$ cat src/rtl/alu_result_rx_pkg.sv
// Shared types, constants and CRC helper for the ALU result-stream receiver.
package alu_result_rx_pkg;

    typedef enum logic [2:0] {
        IDLE    = 3'd0,
        TYPE    = 3'd1,
        PAYLOAD = 3'd2,
        STOP    = 3'd3,
        GAP     = 3'd4
    } rx_state_t;

    localparam int         PKT_BITS  = 11;
    localparam logic [2:0] CRC3_POLY = 3'b011;

    // Fixed-width record fields; the result word is carried alongside because its width is a parameter.
    typedef struct packed {
        logic       kind;
        logic [3:0] flags;
        logic       crc_ok;
        logic [2:0] err_flags;
        logic       parity_ok;
        logic       frame_err;
    } alu_result_t;

    function automatic logic [2:0] crc3_step(input logic [2:0] crc, input logic din);
        logic fb;
        fb = crc[2] ^ din;
        return {crc[1:0], 1'b0} ^ (fb ? CRC3_POLY : 3'b000);
    endfunction

endpackage

$ cat src/rtl/alu_rx_packet.sv
// Packet-level receiver: start/type/payload/stop sequencing and inter-packet gap timer.
module alu_rx_packet
    import alu_result_rx_pkg::*;
#(
    parameter int GAP_MAX = 8
) (
    input  logic       clk,
    input  logic       rst_n,
    input  logic       sout,
    input  logic       frame_end,
    output logic       pkt_type,
    output logic [7:0] payload,
    output logic       bit_valid,
    output logic [2:0] bit_idx,
    output logic       pkt_done,
    output logic       gap_timeout
);

    localparam int PAYLOAD_BITS = PKT_BITS - 3;
    localparam int GW           = $clog2(GAP_MAX + 1);

    rx_state_t     state_q, state_d;
    logic [2:0]    bit_cnt_q, bit_cnt_d;
    logic [7:0]    shift_q, shift_d;
    logic          type_q, type_d;
    logic [GW-1:0] gap_cnt_q, gap_cnt_d;

    // Next-state logic; the frame sequencer decides at STOP whether another packet is expected.
    always_comb begin
        state_d     = state_q;
        bit_cnt_d   = bit_cnt_q;
        shift_d     = shift_q;
        type_d      = type_q;
        gap_cnt_d   = gap_cnt_q;
        gap_timeout = 1'b0;
        case (state_q)
            IDLE: begin
                if (!sout) state_d = TYPE;
                else       state_d = IDLE;
            end
            TYPE: begin
                type_d    = sout;
                bit_cnt_d = 3'd0;
                state_d   = PAYLOAD;
            end
            PAYLOAD: begin
                shift_d   = {shift_q[6:0], sout};
                bit_cnt_d = bit_cnt_q + 3'd1;
                if (bit_cnt_q == 3'(PAYLOAD_BITS - 1)) state_d = STOP;
                else                                   state_d = PAYLOAD;
            end
            STOP: begin
                gap_cnt_d = '0;
                state_d   = frame_end ? IDLE : GAP;
            end
            GAP: begin
                if (!sout) begin
                    state_d = TYPE;
                end else if (gap_cnt_q == GW'(GAP_MAX)) begin
                    gap_timeout = 1'b1;
                    state_d     = IDLE;
                end else begin
                    gap_cnt_d = gap_cnt_q + GW'(1);
                end
            end
            default: state_d = IDLE;
        endcase
    end

    // State registers.
    always_ff @(posedge clk) begin
        if (!rst_n) begin
            state_q   <= IDLE;
            bit_cnt_q <= 3'd0;
            shift_q   <= 8'd0;
            type_q    <= 1'b0;
            gap_cnt_q <= '0;
        end else begin
            state_q   <= state_d;
            bit_cnt_q <= bit_cnt_d;
            shift_q   <= shift_d;
            type_q    <= type_d;
            gap_cnt_q <= gap_cnt_d;
        end
    end

    assign pkt_type  = type_q;
    assign payload   = shift_q;
    assign bit_valid = (state_q == PAYLOAD);
    assign bit_idx   = bit_cnt_q;
    assign pkt_done  = (state_q == STOP);

endmodule

$ cat src/rtl/alu_result_rx.sv
// ALU result-stream receiver top: frame sequencer, serial CRC-3 and one-deep output record.
module alu_result_rx
    import alu_result_rx_pkg::*;
#(
    parameter int NUM_BYTES = 4,
    parameter int GAP_MAX   = 8
) (
    input  logic                   clk,
    input  logic                   rst_n,
    input  logic                   sout,
    output logic                   res_valid,
    input  logic                   res_ready,
    output logic                   res_kind,
    output logic [8*NUM_BYTES-1:0] res_data,
    output logic [3:0]             res_flags,
    output logic                   res_crc_ok,
    output logic [2:0]             res_err_flags,
    output logic                   res_parity_ok,
    output logic                   res_frame_err,
    output logic                   overflow
);

    localparam int DW = 8 * NUM_BYTES;
    localparam int CW = $clog2(NUM_BYTES + 1);

    logic          pkt_type, bit_valid, pkt_done, gap_timeout, frame_end;
    logic [7:0]    payload;
    logic [2:0]    bit_idx;

    logic [CW-1:0] pkt_cnt_q, pkt_cnt_d;
    logic          kind_q, kind_d;
    logic [DW-1:0] acc_q, acc_d;
    logic [2:0]    crc_q, crc_d;
    logic          res_valid_q, res_valid_d;
    logic          overflow_q, overflow_d;
    alu_result_t   res_q, res_d;
    logic [DW-1:0] res_data_q, res_data_d;

    logic          kind_cur, is_last, bad_type, rec_done;
    alu_result_t   rec;

    alu_rx_packet #(.GAP_MAX(GAP_MAX)) u_pkt (
        .clk         (clk),
        .rst_n       (rst_n),
        .sout        (sout),
        .frame_end   (frame_end),
        .pkt_type    (pkt_type),
        .payload     (payload),
        .bit_valid   (bit_valid),
        .bit_idx     (bit_idx),
        .pkt_done    (pkt_done),
        .gap_timeout (gap_timeout)
    );

    // Frame rules: the first type bit fixes the frame kind; the CTL packet closes a DATA frame.
    always_comb begin
        kind_cur  = (pkt_cnt_q == '0) ? pkt_type : kind_q;
        is_last   = (pkt_cnt_q == CW'(NUM_BYTES));
        if (pkt_cnt_q == '0) bad_type = 1'b0;
        else                 bad_type = (pkt_type != is_last);
        frame_end = pkt_done & (~sout | kind_cur | bad_type | is_last);
        rec_done  = frame_end | gap_timeout;

        rec           = '0;
        rec.kind      = kind_cur;
        rec.frame_err = gap_timeout | (pkt_done & (~sout | bad_type));
        if (pkt_done && sout && kind_cur) begin
            rec.err_flags = payload[6:4];
            rec.parity_ok = ~^payload;
            rec.frame_err = ~payload[7] | (payload[6:4] != payload[3:1]);
        end else if (pkt_done && sout && is_last && !bad_type) begin
            if (payload[7]) begin
                rec.frame_err = 1'b1;
            end else begin
                rec.flags  = payload[6:3];
                rec.crc_ok = (payload[2:0] == crc_q);
            end
        end else begin
            rec.crc_ok = 1'b0;
        end
    end

    // Sequencer state; the CRC covers data bits then the CTL marker and flag bits, never the received CRC.
    always_comb begin
        pkt_cnt_d = pkt_cnt_q;
        kind_d    = kind_q;
        acc_d     = acc_q;
        if (bit_valid && !kind_cur && (!is_last || bit_idx < 3'd5)) crc_d = crc3_step(crc_q, sout);
        else                                                          crc_d = crc_q;
        if (rec_done) begin
            pkt_cnt_d = '0;
            kind_d    = 1'b0;
            acc_d     = '0;
            crc_d     = 3'd0;
        end else if (pkt_done) begin
            pkt_cnt_d = pkt_cnt_q + CW'(1);
            kind_d    = kind_cur;
            for (int i = 0; i < NUM_BYTES; i++) begin
                if (pkt_cnt_q == CW'(i)) acc_d[DW-8-8*i +: 8] = payload;
            end
        end else begin
            kind_d = kind_q;
        end
    end

    // One-deep output register; a record arriving while one is held unconsumed is dropped.
    always_comb begin
        res_valid_d = res_valid_q;
        res_d       = res_q;
        res_data_d  = res_data_q;
        overflow_d  = overflow_q;
        if (rec_done && (!res_valid_q || res_ready)) begin
            res_valid_d = 1'b1;
            res_d       = rec;
            res_data_d  = acc_q;
        end else if (rec_done) begin
            overflow_d = 1'b1;
        end else if (res_ready) begin
            res_valid_d = 1'b0;
        end else begin
            res_valid_d = res_valid_q;
        end
    end

    // Registers.
    always_ff @(posedge clk) begin
        if (!rst_n) begin
            pkt_cnt_q   <= '0;
            kind_q      <= 1'b0;
            acc_q       <= '0;
            crc_q       <= 3'd0;
            res_valid_q <= 1'b0;
            overflow_q  <= 1'b0;
            res_q       <= '0;
            res_data_q  <= '0;
        end else begin
            pkt_cnt_q   <= pkt_cnt_d;
            kind_q      <= kind_d;
            acc_q       <= acc_d;
            crc_q       <= crc_d;
            res_valid_q <= res_valid_d;
            overflow_q  <= overflow_d;
            res_q       <= res_d;
            res_data_q  <= res_data_d;
        end
    end

    assign res_valid     = res_valid_q;
    assign overflow      = overflow_q;
    assign res_kind      = res_q.kind;
    assign res_data      = res_data_q;
    assign res_flags     = res_q.flags;
    assign res_crc_ok    = res_q.crc_ok;
    assign res_err_flags = res_q.err_flags;
    assign res_parity_ok = res_q.parity_ok;
    assign res_frame_err = res_q.frame_err;

endmodule

$ cat config.mk
export PLATFORM = sky130hd
export DESIGN_NAME = alu_result_rx
export DESIGN_NICKNAME = d
export VERILOG_FILES = /design/src/rtl/alu_result_rx_pkg.sv /design/src/rtl/alu_rx_packet.sv /design/src/rtl/alu_result_rx.sv
export SDC_FILE = /design/constraint.sdc
export NUM_CORES = 1
export LEC_CHECK = 0
export CAP_MARGIN = 20
export CORE_MARGIN = 5
export CORE_UTILIZATION = 45
export DETAILED_ROUTE_END_ITERATION = 8
export PLACE_DENSITY = 0.69
export SYNTH_ARGS = -nofsm -noshare
export SYNTH_HDL_FRONTEND = slang
export SYNTH_SLANG_ARGS = --single-unit
$ cat constraint.sdc
create_clock -name clk -period 2.1 [get_ports clk]
set_input_delay 0.42 -clock clk [delete_from_list [all_inputs] [get_ports clk]]
set_output_delay 0.42 -clock clk [all_outputs]
set_load 0.03 [all_outputs]
After elaboration in Yosys (flattened, before gate mapping)
Cells that the tools add are included.
{"block": "op_classes", "reduce_logical": 27, "muxes": 27, "eq_ne": 17, "bitwise": 15, "order_cmp": 1, "add_sub_neg": 3}
{"operator": "$mux W4", "n": 4}
{"operator": "$pmux W3 S5", "n": 1}
{"operator": "$mux W1", "n": 14}
{"operator": "$eq A3 B2 Y1 const B", "n": 4}
{"operator": "$reduce_and A2 Y1", "n": 6}
{"operator": "$mux W5", "n": 2}
{"operator": "$eq A3 B3 Y1 const B", "n": 3}
{"operator": "$mux W3", "n": 3}
{"operator": "$pmux W4 S2", "n": 1}
{"operator": "$reduce_xnor A8 Y1", "n": 1}
{"operator": "$logic_and A1 B1 Y1", "n": 7}
{"operator": "$or A1 B1 Y1", "n": 7}
{"operator": "$add A3 B1 Y3 const B", "n": 2}
{"operator": "$eq A3 B1 Y1 const B", "n": 2}
{"operator": "$logic_not A3 Y1", "n": 2}
{"operator": "$pmux W3 S2", "n": 1}
{"operator": "$reduce_bool A2 Y1", "n": 3}
{"operator": "$add A4 B1 Y4 const B", "n": 1}
{"operator": "$eq A4 B4 Y1 const B", "n": 1}
{"operator": "$logic_not A1 Y1", "n": 4}
{"operator": "$ne A2 B2 Y1 const B", "n": 2}
{"operator": "$not A1 Y1", "n": 4}
{"operator": "$eq A3 B3 Y1", "n": 1}
{"operator": "$lt A3 B3 Y1 const B", "n": 1}
{"operator": "other kinds (11)", "n": 13}
{"block": "word_totals", "reg_bits": 103, "out_inout_bits": 45, "inputBits": 4, "wordCells": 111}

Longest topological paths before layout
{"block": "depth", "ltp_word": 10, "depth_mapped": 8, "depth_no_buf": 6}

Cells and area by module
Synthesis repeated with hierarchy kept, for this count alone.
{"block": "hier_totals", "cells_unflattened": 501, "area_unflattened_um2": 4375.4}
{"mod": "alu_result_rx", "seq_area_each_um2": 1681.6, "n_inst": 1, "area_each_um2": 3442.1, "cells_per_inst": 403}
{"mod": "alu_rx_packet", "seq_area_each_um2": 380.4, "n_inst": 1, "area_each_um2": 933.4, "cells_per_inst": 98}

Worst setup path before layout
No wires, ideal clock.
{"block": "synth_timing", "path_kind": "register to register", "startpoint": "reg pkt_cnt_q[0]", "endpoint": "reg acc_q[16]", "setup_time_ns": 0.070, "arrival_time_ns": 1.753, "path_slack_ns": 0.278, "n_path_buf": 2, "stages_incl_launch_ff": 9, "synth_period_minus_slack_ns": 1.822, "required_time_ns": 2.030, "path_cell_list": "dfxtp_1 -> inv_1 -> ha_1 -> and2_1 -> o31ai_4 -> nand3_1 -> buf_2 -> buf_6 -> a21oi_1"}
{"block": "synth_between", "elab_chain_cells": 8, "word_cells_on_any_way": 13, "classes_between": "3 x eq/ne; 2 x mux; 5 x bitwise; 3 x reduce/logical"}
{"item": "start: declaration", "line": "alu_result_rx.sv:30", "rtl": "logic [CW-1:0] pkt_cnt_q, pkt_cnt_d;"}
{"item": "start signal: assignment", "line": "alu_result_rx.sv:137", "rtl": "pkt_cnt_q <= pkt_cnt_d;"}
{"item": "$eq A3 B3 Y1 or $logic_not A3 Y1 (tied branches)", "line": "alu_result_rx.sv:58, alu_result_rx.sv:57, alu_result_rx.sv:59"}
{"item": "$ne A1 B1 Y1 or $mux W1 (tied branches)", "line": "alu_result_rx.sv:60, alu_result_rx.sv:57"}
{"item": "$mux W1 or $or A1 B1 Y1 (tied branches)", "line": "alu_result_rx.sv:59, alu_result_rx.sv:61"}
{"item": "$or A1 B1 Y1 (2 in a row)", "line": "alu_result_rx.sv:61", "rtl": "frame_end = pkt_done & (~sout | kind_cur | bad_type | is_last);"}
{"item": "$and A1 B1 Y1", "line": "alu_result_rx.sv:61"}
{"item": "$or A1 B1 Y1", "line": "alu_result_rx.sv:62", "rtl": "rec_done = frame_end | gap_timeout;"}
{"item": "$reduce_or A2 Y1 (no source line)"}
{"item": "end signal: assignment", "line": "alu_result_rx.sv:130", "rtl": "acc_q <= '0;"}
{"item": "end signal: assignment", "line": "alu_result_rx.sv:139", "rtl": "acc_q <= acc_d;"}
{"item": "end: declaration", "line": "alu_result_rx.sv:32", "rtl": "logic [DW-1:0] acc_q, acc_d;"}
Parallel ways exist; a longest one is shown, timed or not.
A chain may end at the register's enable or synchronous reset.

Final worst setup path
{"block": "layout_timing", "startpoint": "reg pkt_cnt_q[1]", "endpoint": "reg res_q (netlist bit res_flags[3])"}
{"block": "layout_between", "elab_chain_cells": 8, "word_cells_on_any_way": 17, "classes_between": "2 x eq/ne; 4 x mux; 5 x bitwise; 6 x reduce/logical"}
{"item": "$eq A3 B3 Y1 or $logic_not A3 Y1 (tied branches)", "line": "alu_result_rx.sv:58, alu_result_rx.sv:57, alu_result_rx.sv:59"}
{"item": "$ne A1 B1 Y1 or $mux W1 (tied branches)", "line": "alu_result_rx.sv:60, alu_result_rx.sv:57"}
{"item": "$mux W1 or $or A1 B1 Y1 (tied branches)", "line": "alu_result_rx.sv:59, alu_result_rx.sv:61"}
{"item": "$or A1 B1 Y1 (2 in a row)", "line": "alu_result_rx.sv:61"}
{"item": "$and A1 B1 Y1", "line": "alu_result_rx.sv:61"}
{"item": "$or A1 B1 Y1", "line": "alu_result_rx.sv:62"}
{"item": "$logic_and A1 B1 Y1", "line": "alu_result_rx.sv:112", "rtl": "if (rec_done && (!res_valid_q || res_ready)) begin"}
{"item": "end signal: assignment", "line": "alu_result_rx.sv:143", "rtl": "res_q <= res_d;"}
{"item": "end: declaration", "line": "alu_result_rx.sv:36", "rtl": "alu_result_t res_q, res_d;"}
Parallel ways exist; a longest one is shown, timed or not.

==> impl_metrics.py <==
metrics = {
    "global_route": {
        "grt_util_met3": 0.02854,
        "use_met1": 0.2531,
        "grt_usage": 0.1915,
        "grt_remaining_overflow": 0,
        "busiest_layer": "met2",
        "antenna_found_initial": 0,
        "grt_pass1_vias": 3788,
        "use_met2": 0.3202,
        "grt_pass1_wl_mm": 18.40,
        "grt_max_degree": 38,
    },
    "timing": {
        "finalHoldViolCount": 0,
        "setup_violations": 0,
        "finalSetupTns_ns": 0,
        "finClkSkew_ns": 0.01317,
        "max_clock_freq_mhz": 507.8,
        "tightestPinTransition_ns": 0.4624,
        "rsz0062_at_grt": "no",
        "min_period_over_period": 0.9378,
        "maxSlewViolCount": 0,
        "min_period_ns": 1.969,
        "slew_headroom": 0.6913,
    },
    "die": {
        "die_width_microns": 110.0,
        "ioPinCount": 49,
        "dieHeight_microns": 110.0,
        "start_util": 0.4608,
        "coreArea_sq_um": 9774,
        "die_area_sq_um": 12110,
        "rows": 36,
    },
    "drt": {
        "drtIter0Drc": 347,
        "drt_wl_total_mm": 10.95,
        "routed_via_density": 5.485,
        "antenna_left": 0,
        "avgRoutedWirePerCell_microns": 15.38,
        "dr.pass1.iters": 4,
        "route.detailed.drc": 0,
        "num_vias": 3905,
    },
    "clock_tree": {
        "cts_inserted_buffers": 9,
        "htreeDepth": 3,
        "cts_buffer_depth": 2,
        "ctsHoldBuffers": 0,
        "insertion_delay_ns": 0.37,
        "cts_tree": "yes",
        "post_cts_resized": 0,
        "cts_setup_buffers": 0,
        "ctsRootBufferMaster": "clkbuf_8",
        "cts.reportedPaths.clkPinSlew_ns": 0.10,
        "cts.sinks": 103,
    },
    "run_status": {
        "run_status": "finished, final reports clean",
    },
    "setup_path": {
        "worstPathArrival_ns": 2.28,
        "worst_setup_path_end_kind": "register",
        "critical_path_class": "reg -> reg",
        "worstPathRequired_ns": 2.41,
        "crit_fanout": 6,
        "cp-start-kind": "register",
    },
    "yosys": {
        "yosysMostFrequentCell": "dfxtp_1",
        "synth_nets": 550,
        "avgSynthCellArea_sq_um": 8.404,
        "async_reset_ff_frac": 0,
        "synth-main-ff-cell": "dfxtp_1",
        "synth_area_leaders": "dfxtp_1 (46%), a21oi_1 (9.6%), nand3_1 (7.6%)",
        "synth_area_sq_um": 4504,
        "ys_warn_count": 0,
        "ys_seq_area_frac": 0.4578,
        "synth.ff_latch_count": 103,
        "synth_cells": 536,
        "yosysTopAreaCell": "dfxtp_1",
        "synth.distinct_cells": 49,
        "synth_common_cells": "dfxtp_1 (103), a21oi_1 (86), nand2_1 (75)",
        "netlist.area_leader.share": 0.4578,
        "synth-edff-count": 0,
    },
    "placed_design": {
        "io_buffers": 48,
        "dp_hpwl_mm": 7.552,
        "gp_congestion": 0.8241,
    },
    "power": {
        "cellPowerDensity_nw_per_um2": 653.6,
        "peakVddDrop_uv": 309.7,
        "p_leak_nw": 1.742,
    },
    "cells_and_area": {
        "layout-drive-gt1-share": 0.09326,
        "final_util": 0.5465,
        "area_growth_pct": 18.58,
        "final_nets": 588,
        "diodes": 0,
    },
    "worst_hold_path": {
        "hold_class": "reg -> reg",
    },
    "flow_run": {
        "cap_viol_max_count": 0,
    },
}
sequential cells by signal, summed over array words and instances, names as in the netlist, 3 cells and up:
register	cells
u_pkt.payload	8
u_pkt.bit_idx	3
res_flags	4
pkt_cnt_q	3
acc_q	32
res_err_flags	3
crc_q	3
res_data	32
u_pkt.gap_cnt_q	4
u_pkt.state_q	3
worst max-delay path, stage by stage, from the launching register on:
cell and delay, ns:
dfxtp_1 0.39, inv_1 0.08, ha_1 0.25, nor2b_1 0.37, o31ai_4 0.09, buf_4 0.15
a2111o_1 0.44, a21oi_2 0.14
through the flow:
stage	setup slack, ns	area (sq um)	power (mW)	cells	hold slack (ns)
floorplan	0.2776	4504	2.172	536	0.4304
global placement	0.04065	5132	2.227	696	0.4395
detailed placement	-0.005978	5132	2.232	696	0.4463
CTS	0.06859	5335	3.506	712	0.4597
global route	0.006324	5341	3.621	712	0.4874
finish	0.1306	5341	3.491	712	0.4587
final timing paths:
kind              slack, ns           end  cells past startpoint         start
setup reg to reg       0.13  res_flags[3]                      7  pkt_cnt_q[1]
hold / removal         0.46      acc_q[8]                      2      acc_q[8]
setup / recovery       0.13  res_flags[3]                      7  pkt_cnt_q[1]
hold reg to reg        0.46      acc_q[8]                      2      acc_q[8]
cell usage in the layout (no fill, tap or decap), types with 3 or more instances in the layout:
cell type	n
o21ai_1	18
nor2b_1	5
clkdlybuf4s50_1	48
buf_4	25
o2111ai_1	5
nor3_1	5
o21ai_0	18
nand4_1	5
buf_12	4
nand2b_1	4
nand2_1	75
and2_1	3
a21oi_1	86
nand3_1	67
o22ai_1	5
nor2_1	13
xor2_1	3
clkbuf_8	9
inv_1	11
dfxtp_1	102
o22a_1	3
xnor2_1	13
ha_1	10
routing by layer:
metal	part of all wire	vias up
li1	-	1937
met1	0.44	1844
met2	0.48	115
met3	0.070	9
met4	0.011	0
met5	0	-
report_power, final:
part           total (mW)  internal, mW  switching, mW  leakage, nW
registers            1.99          1.97         0.0229        0.831
logic               0.202        0.0774          0.124        0.812
clock network        1.30         0.572          0.729       0.0994
final cells by class:
class	instances	area (sq um)
clock buffer	10	127.6
clock inverter	6	75.07
fill	908	4433
tap	133	166.4
sequential	103	2063
inverter	12	45.04
multi-input combinational	371	2116
timing repair buffer	77	748.2
cell families after synthesis:
family,share of synthesized area
AOI/OAI and AO/OA,0.2003
xor gates and xnor gates,0.03111
adders and majority gates,0.02778
buffers and inverters,0.07361
DFF,0.4578
muxes,0.004445
and+or+nand+nor,0.2050
No activity file was read; power rests on OpenSTA's default activity.
